$ cat src/rtl/dmem_arb_pkg.sv
// Shared encodings for the data-RAM port arbiter: FSM states, requester indices
// and the counter width helper.
package dmem_arb_pkg;

  typedef enum logic [1:0] {
    ST_IDLE   = 2'd0,
    ST_LOCKED = 2'd1,
    ST_YIELD  = 2'd2
  } arb_state_e;

  localparam int REQ_CPU = 0;
  localparam int REQ_DMA = 1;
  localparam int NUM_REQ = 2;

  // Bits needed to hold 0..max_val, never less than one.
  function automatic int cnt_width(input int max_val);
    return (max_val < 2) ? 1 : $clog2(max_val + 1);
  endfunction

endpackage

$ cat src/rtl/dmem_port_arbiter_sat_counter.sv
// Saturating up-counter with synchronous clear; clear wins over increment.
module arb_sat_counter #(
  parameter int MAX   = 4,
  parameter int WIDTH = 3
) (
  input  logic             clk,
  input  logic             reset,
  input  logic             inc,
  input  logic             clr,
  output logic [WIDTH-1:0] count,
  output logic             at_max
);

  logic [WIDTH-1:0] count_q;
  logic [WIDTH-1:0] count_d;

  assign at_max = (count_q == WIDTH'(MAX));
  assign count  = count_q;

  always_comb begin
    count_d = count_q;
    if (clr) begin
      count_d = '0;
    end else if (inc && !at_max) begin
      count_d = count_q + 1'b1;
    end
  end

  always_ff @(posedge clk) begin
    if (reset) begin
      count_q <= '0;
    end else begin
      count_q <= count_d;
    end
  end

endmodule

$ cat src/rtl/dmem_port_arbiter.sv
// Arbitrates the single data-RAM port between the CPU MEM stage and a DMA/debug
// loader. Optional performance counters are built when ARB_PERF_CNT_EN is defined.
module dmem_port_arbiter
  import dmem_arb_pkg::*;
#(
  parameter int ADDR_W    = 32,
  parameter int DATA_W    = 32,
  parameter int MAX_WAIT  = 4,
  parameter int BURST_MAX = 8
) (
  input  logic              clk,
  input  logic              reset,
  input  logic              cpu_req,
  input  logic              cpu_we,
  input  logic [ADDR_W-1:0] cpu_addr,
  input  logic [DATA_W-1:0] cpu_wdata,
  output logic              cpu_gnt,
  output logic              cpu_stall,
  output logic              cpu_rvalid,
  input  logic              dma_req,
  input  logic              dma_we,
  input  logic [ADDR_W-1:0] dma_addr,
  input  logic [DATA_W-1:0] dma_wdata,
  input  logic              dma_lock,
  output logic              dma_gnt,
  output logic              dma_rvalid,
  output logic [DATA_W-1:0] rdata,
  output logic [ADDR_W-1:0] ram_addr,
  output logic [DATA_W-1:0] ram_wdata,
  output logic              ram_we,
  output logic              ram_re,
  input  logic [DATA_W-1:0] ram_rdata
`ifdef ARB_PERF_CNT_EN
  ,
  output logic [31:0]       perf_cpu_stall,
  output logic [31:0]       perf_dma_xfers
`endif
);

  localparam int WAIT_W  = cnt_width(MAX_WAIT);
  localparam int BURST_W = cnt_width(BURST_MAX - 1);

  arb_state_e         state_q, state_d, state_cur;
  logic [NUM_REQ-1:0] gnt;
  logic [WAIT_W-1:0]  wait_count;
  logic [BURST_W-1:0] burst_count;
  logic               wait_at_max;
  logic               burst_last;
  logic               cpu_rvalid_q, dma_rvalid_q;
  logic               unused_cnt;

  // While reset is held the grant logic already behaves as IDLE.
  assign state_cur = reset ? ST_IDLE : state_q;

  always_ff @(posedge clk) begin
    if (reset) begin
      state_q <= ST_IDLE;
    end else begin
      state_q <= state_d;
    end
  end

  always_comb begin
    state_d = state_cur;
    case (state_cur)
      ST_IDLE: begin
        if (gnt[REQ_DMA] && dma_lock) begin
          state_d = (BURST_MAX == 1) ? ST_YIELD : ST_LOCKED;
        end
      end
      ST_LOCKED: begin
        if (!dma_req || !dma_lock) begin
          state_d = ST_IDLE;
        end else if (burst_last) begin
          state_d = ST_YIELD;
        end
      end
      default: state_d = ST_IDLE;
    endcase
  end

  always_comb begin
    gnt       = '0;
    ram_addr  = '0;
    ram_wdata = '0;
    ram_we    = 1'b0;
    ram_re    = 1'b0;
    case (state_cur)
      ST_IDLE: begin
        gnt[REQ_DMA] = dma_req && (!cpu_req || wait_at_max);
        gnt[REQ_CPU] = cpu_req && !gnt[REQ_DMA];
      end
      ST_LOCKED: gnt[REQ_DMA] = dma_req;
      ST_YIELD: begin
        gnt[REQ_CPU] = cpu_req;
        gnt[REQ_DMA] = dma_req && !cpu_req;
      end
      default: gnt = '0;
    endcase
    if (gnt[REQ_CPU]) begin
      ram_addr  = cpu_addr;
      ram_wdata = cpu_wdata;
      ram_we    = cpu_we;
      ram_re    = !cpu_we;
    end else if (gnt[REQ_DMA]) begin
      ram_addr  = dma_addr;
      ram_wdata = dma_wdata;
      ram_we    = dma_we;
      ram_re    = !dma_we;
    end
  end

  assign cpu_gnt   = gnt[REQ_CPU];
  assign dma_gnt   = gnt[REQ_DMA];
  assign cpu_stall = cpu_req && !gnt[REQ_CPU];
  assign rdata     = ram_rdata;

  arb_sat_counter #(.MAX(MAX_WAIT), .WIDTH(WAIT_W)) u_wait_cnt (
    .clk    (clk),
    .reset  (reset),
    .inc    (dma_req && !gnt[REQ_DMA]),
    .clr    (gnt[REQ_DMA] || !dma_req),
    .count  (wait_count),
    .at_max (wait_at_max)
  );

  // Counts locked grants; saturation marks the grant after which the CPU must get a slot.
  arb_sat_counter #(.MAX(BURST_MAX - 1), .WIDTH(BURST_W)) u_burst_cnt (
    .clk    (clk),
    .reset  (reset),
    .inc    (gnt[REQ_DMA] && (state_d == ST_LOCKED)),
    .clr    (state_d != ST_LOCKED),
    .count  (burst_count),
    .at_max (burst_last)
  );

  assign unused_cnt = ^{wait_count, burst_count};

  always_ff @(posedge clk) begin
    if (reset) begin
      cpu_rvalid_q <= 1'b0;
      dma_rvalid_q <= 1'b0;
    end else begin
      cpu_rvalid_q <= gnt[REQ_CPU] && !cpu_we;
      dma_rvalid_q <= gnt[REQ_DMA] && !dma_we;
    end
  end

  assign cpu_rvalid = cpu_rvalid_q;
  assign dma_rvalid = dma_rvalid_q;

`ifdef ARB_PERF_CNT_EN
  logic [31:0] perf_stall_q, perf_xfer_q;

  always_ff @(posedge clk) begin
    if (reset) begin
      perf_stall_q <= '0;
      perf_xfer_q  <= '0;
    end else begin
      perf_stall_q <= perf_stall_q + {31'd0, cpu_stall};
      perf_xfer_q  <= perf_xfer_q + {31'd0, gnt[REQ_DMA]};
    end
  end

  assign perf_cpu_stall = perf_stall_q;
  assign perf_dma_xfers = perf_xfer_q;
`endif

endmodule

$ cat config.mk
export PLATFORM = sky130hd
export DESIGN_NAME = dmem_port_arbiter
export DESIGN_NICKNAME = d
export VERILOG_FILES = /design/src/rtl/dmem_arb_pkg.sv /design/src/rtl/dmem_port_arbiter_sat_counter.sv /design/src/rtl/dmem_port_arbiter.sv
export SDC_FILE = /design/constraint.sdc
export NUM_CORES = 1
export LEC_CHECK = 0
export ABC_CLOCK_PERIOD_IN_PS = 1900
export BUFFER_PORTS_ARGS = -buffer_cell sky130_fd_sc_hd__buf_2
export CAP_MARGIN = 20
export CORE_AREA = 10 10 97 99
export CTS_CLUSTER_SIZE = 24
export DETAILED_ROUTE_END_ITERATION = 8
export DIE_AREA = 0 0 107 109
export PLACE_DENSITY = 0.62
export SYNTH_ARGS = -nofsm -noshare
export SYNTH_HDL_FRONTEND = slang
export SYNTH_SLANG_ARGS = --single-unit
export TNS_END_PERCENT = 100
$ cat constraint.sdc
create_clock -name clk -period 1.9 [get_ports clk]
set_input_delay 0.19 -clock clk [delete_from_list [all_inputs] [get_ports clk]]
set_output_delay 0.19 -clock clk [all_outputs]
set_load 0.005 [all_outputs]
==> metrics <==
Die Wd=107 um; Total Die Area=11660 um^2; Detailed Routing Iterations Pass 1=4; clock-pin slew of the registers on the worst-case setup and hold paths=50 ps; CTS buffer count=3; total nets after synthesis=344; fillers=803; final setup fails=68; wire per inst=20.29 um; Layout area overhead=88.00%; reg2reg end=u_burst_cnt.count[1]; fmax=0.4872 GHz; Cell Area, Placed=2315 um^2; r2r setup slk=350 ps; Core Region=7527 um^2; Main synth FF type=dfxtp_1; HP Class=input pin to flip-flop; Max clock buf depth=2; Port Buffers=205; H-Tree Depth=1; drt total wl=9210 um; final hold vios=0; pwr dens=415.3 nW/um^2; most common cell in the synthesized netlist=a22o_1; Synth Instances=173; Vias=2138; clk sinks=10; status=finished with violations; yosys warns=0; clock root cell=clkbuf_8; max_cap viols=0; failing checks=negative setup slack; Net Sw Frac=31.18%; Avg Cell Area, Syn=8.259 um^2; Pint=0.7678 mW; clock power share=23.9%; clk_skew=1.664 ps; Critical Path Sink=ram_wdata[2]; hpwl dp=7127 um; vias in the first global route=2217; ANT cells=0; max_slew headroom=70.93%; Vias/cell=4.709; Final Cell Area=2686 um^2; Crit path arrival time=1860 ps; critical path fanouts, max=19; ys async rst share=0%; Reg2Reg Depth=5; first-pass GRT wire length=12540 um; Inst Count DP=437; flip-flop and latch count after synthesis=10; CTS tree=yes; LEAKAGE=1.533 nW; largest net degree at the start of global routing=67; r2r startpoint=state_q[0]; Synth top cells by count=65 x a22o_1, 36 x buf_4, 10 x dfxtp_1; Mapped Area=1429 um^2; initial antenna violation count=0; FP Rows=32; Die Height=109 um; Slew Limit Fails=0; Nets=524; post-layout min period=2053 ps; Synth top area share=39.84%; Seq/Total Area, Yosys=14.01%; Tightest Pin Transition=430.2 ps; critical path launch point type=flip-flop; Comb pwr share=56.6%; worst skew pair latency=240 ps; layout cells sized above 1=67.61%; Overall Global Routing Usage=13.27%; post-route ant nets=0; Top Ports=270; top post-synthesis cells by area=a22o_1 40%, buf_4 19%, dfxtp_1 14%; maximum vdd drop=0.3656 mV; detailed router's first-iteration violation count=120; fin worst setup slack=-152.7 ps; Final Cycle Share=108.0%; critical setup path kind=flip-flop to output port; gpl congestion=0.8568; Crit path required time=1710 ps; WHS=159.1 ps; NetSw=0.3478 mW; total grt overflow=0; DRC=0; RSZ-0062 raised after global routing=yes; Non-Filler Instances=454; sequential power share=19.5%; Starting Density=18.98%; critical path launch point=u_wait_cnt.count[1]; library cells used by synthesis=25; Post-synth EDFFs=0; dominant cell type by area after synthesis=a22o_1; CP endpoint kind=output port
## state kept, by name (all words and copies together), names as in the netlist
name               count
u_wait_cnt.count       3
cpu_rvalid             1
state_q                2
dma_rvalid             1
u_burst_cnt.count      3
## worst min path at each step
stage	from	to	slack [ps]	cells past startpoint
3_3_place_gp	ram_rdata[17]	rdata[17]	380	0
4_1_cts	cpu_we	cpu_rvalid	140	2
6_report	cpu_we	cpu_rvalid	160	2
2_1_floorplan	reset	dma_rvalid	260	1
3_5_place_dp	ram_rdata[17]	rdata[17]	380	0
5_1_grt	cpu_we	cpu_rvalid	160	2
## worst max-delay path, stage by stage (launching register included)
cell,delay (ps)
dfxtp_2,320
inv_2,60
ha_4,130
a21bo_1,140
nand2_2,70
o221a_4,250
buf_6,140
buf_12,140
a22o_1,230
buf_2,140
## placed cells by master, fill, tap and decap left out, drive strengths merged, types with 4 or more instances in the layout
cell and n:
buf 220, dfxtp 10, ha 4, nor2 7, nand2 7, nor2b 4, clkbuf 6, a22o 65
inv 5
## cell families after synthesis
group	count (synthesis)	share of synthesized area (%)
XOR/XNOR	2	1.226
AO/OA/AOI/OAI	74	44.57
adder cells (fa/ha/maj)	4	3.503
multiplexers	2	1.401
buffers and inverters	52	24.96
flip-flops	10	14.01
AND/OR/NAND/NOR	29	10.33
## metal layers
| metal | global-route usage (%) | share of wire, % |
|---|---|---|
| met4 | 2.998 | 0.71 |
| met3 | 4.543 | 9.1 |
| met5 | 0 | 0 |
| met1 | 13.48 | 36 |
| met2 | 25.55 | 54 |
## cell type report
class | count | area, um^2 | area share, %
Timing Repair Buffer | 222 | 1368 | 50.91
Multi-Input combinational cell | 111 | 914.6 | 34.05
Sequential cell | 10 | 202.7 | 7.545
Tap cell | 102 | 127.6 | 4.751
Clock buffer | 4 | 55.05 | 2.049
Inverter | 5 | 18.77 | 0.6986
## metrics by stage
| stage | util [%] | setup slack (ps) | setup TNS (ps) | power, mW |
|---|---|---|---|---|
| final | 35.69 | -152.7 | -7612 | 1.116 |
| after global routing | 35.69 | -218.9 | -12720 | 1.186 |
| after CTS | 34.71 | -126.0 | -6577 | 1.106 |
| after detailed placement | 30.75 | 26.33 | 0 | 0.7441 |
| after global placement | 30.75 | 43.83 | 0 | 0.7386 |
| after floorplan | - | 141.9 | 0 | 0.4981 |
## power groups by stage
stage / Sequential, mW / Combinational, mW / Clock (mW)
global route: 0.217 / 0.683 / 0.286
detailed placement: 0.221 / 0.523 / 0
finish: 0.217 / 0.632 / 0.266
CTS: 0.217 / 0.613 / 0.275
floorplan: 0.221 / 0.277 / 0
global placement: 0.221 / 0.518 / 0
## timing repair
item                                    in CTS  in global routing
hold buffers                                 0                  0
buffers inserted                             5                  1
gates resized for setup                     16                  3
pin swaps                                   27                 24
gates cloned                                 5                  2
endpoints found under the setup margin      69                 68
Power figures use the tool's default switching activity.
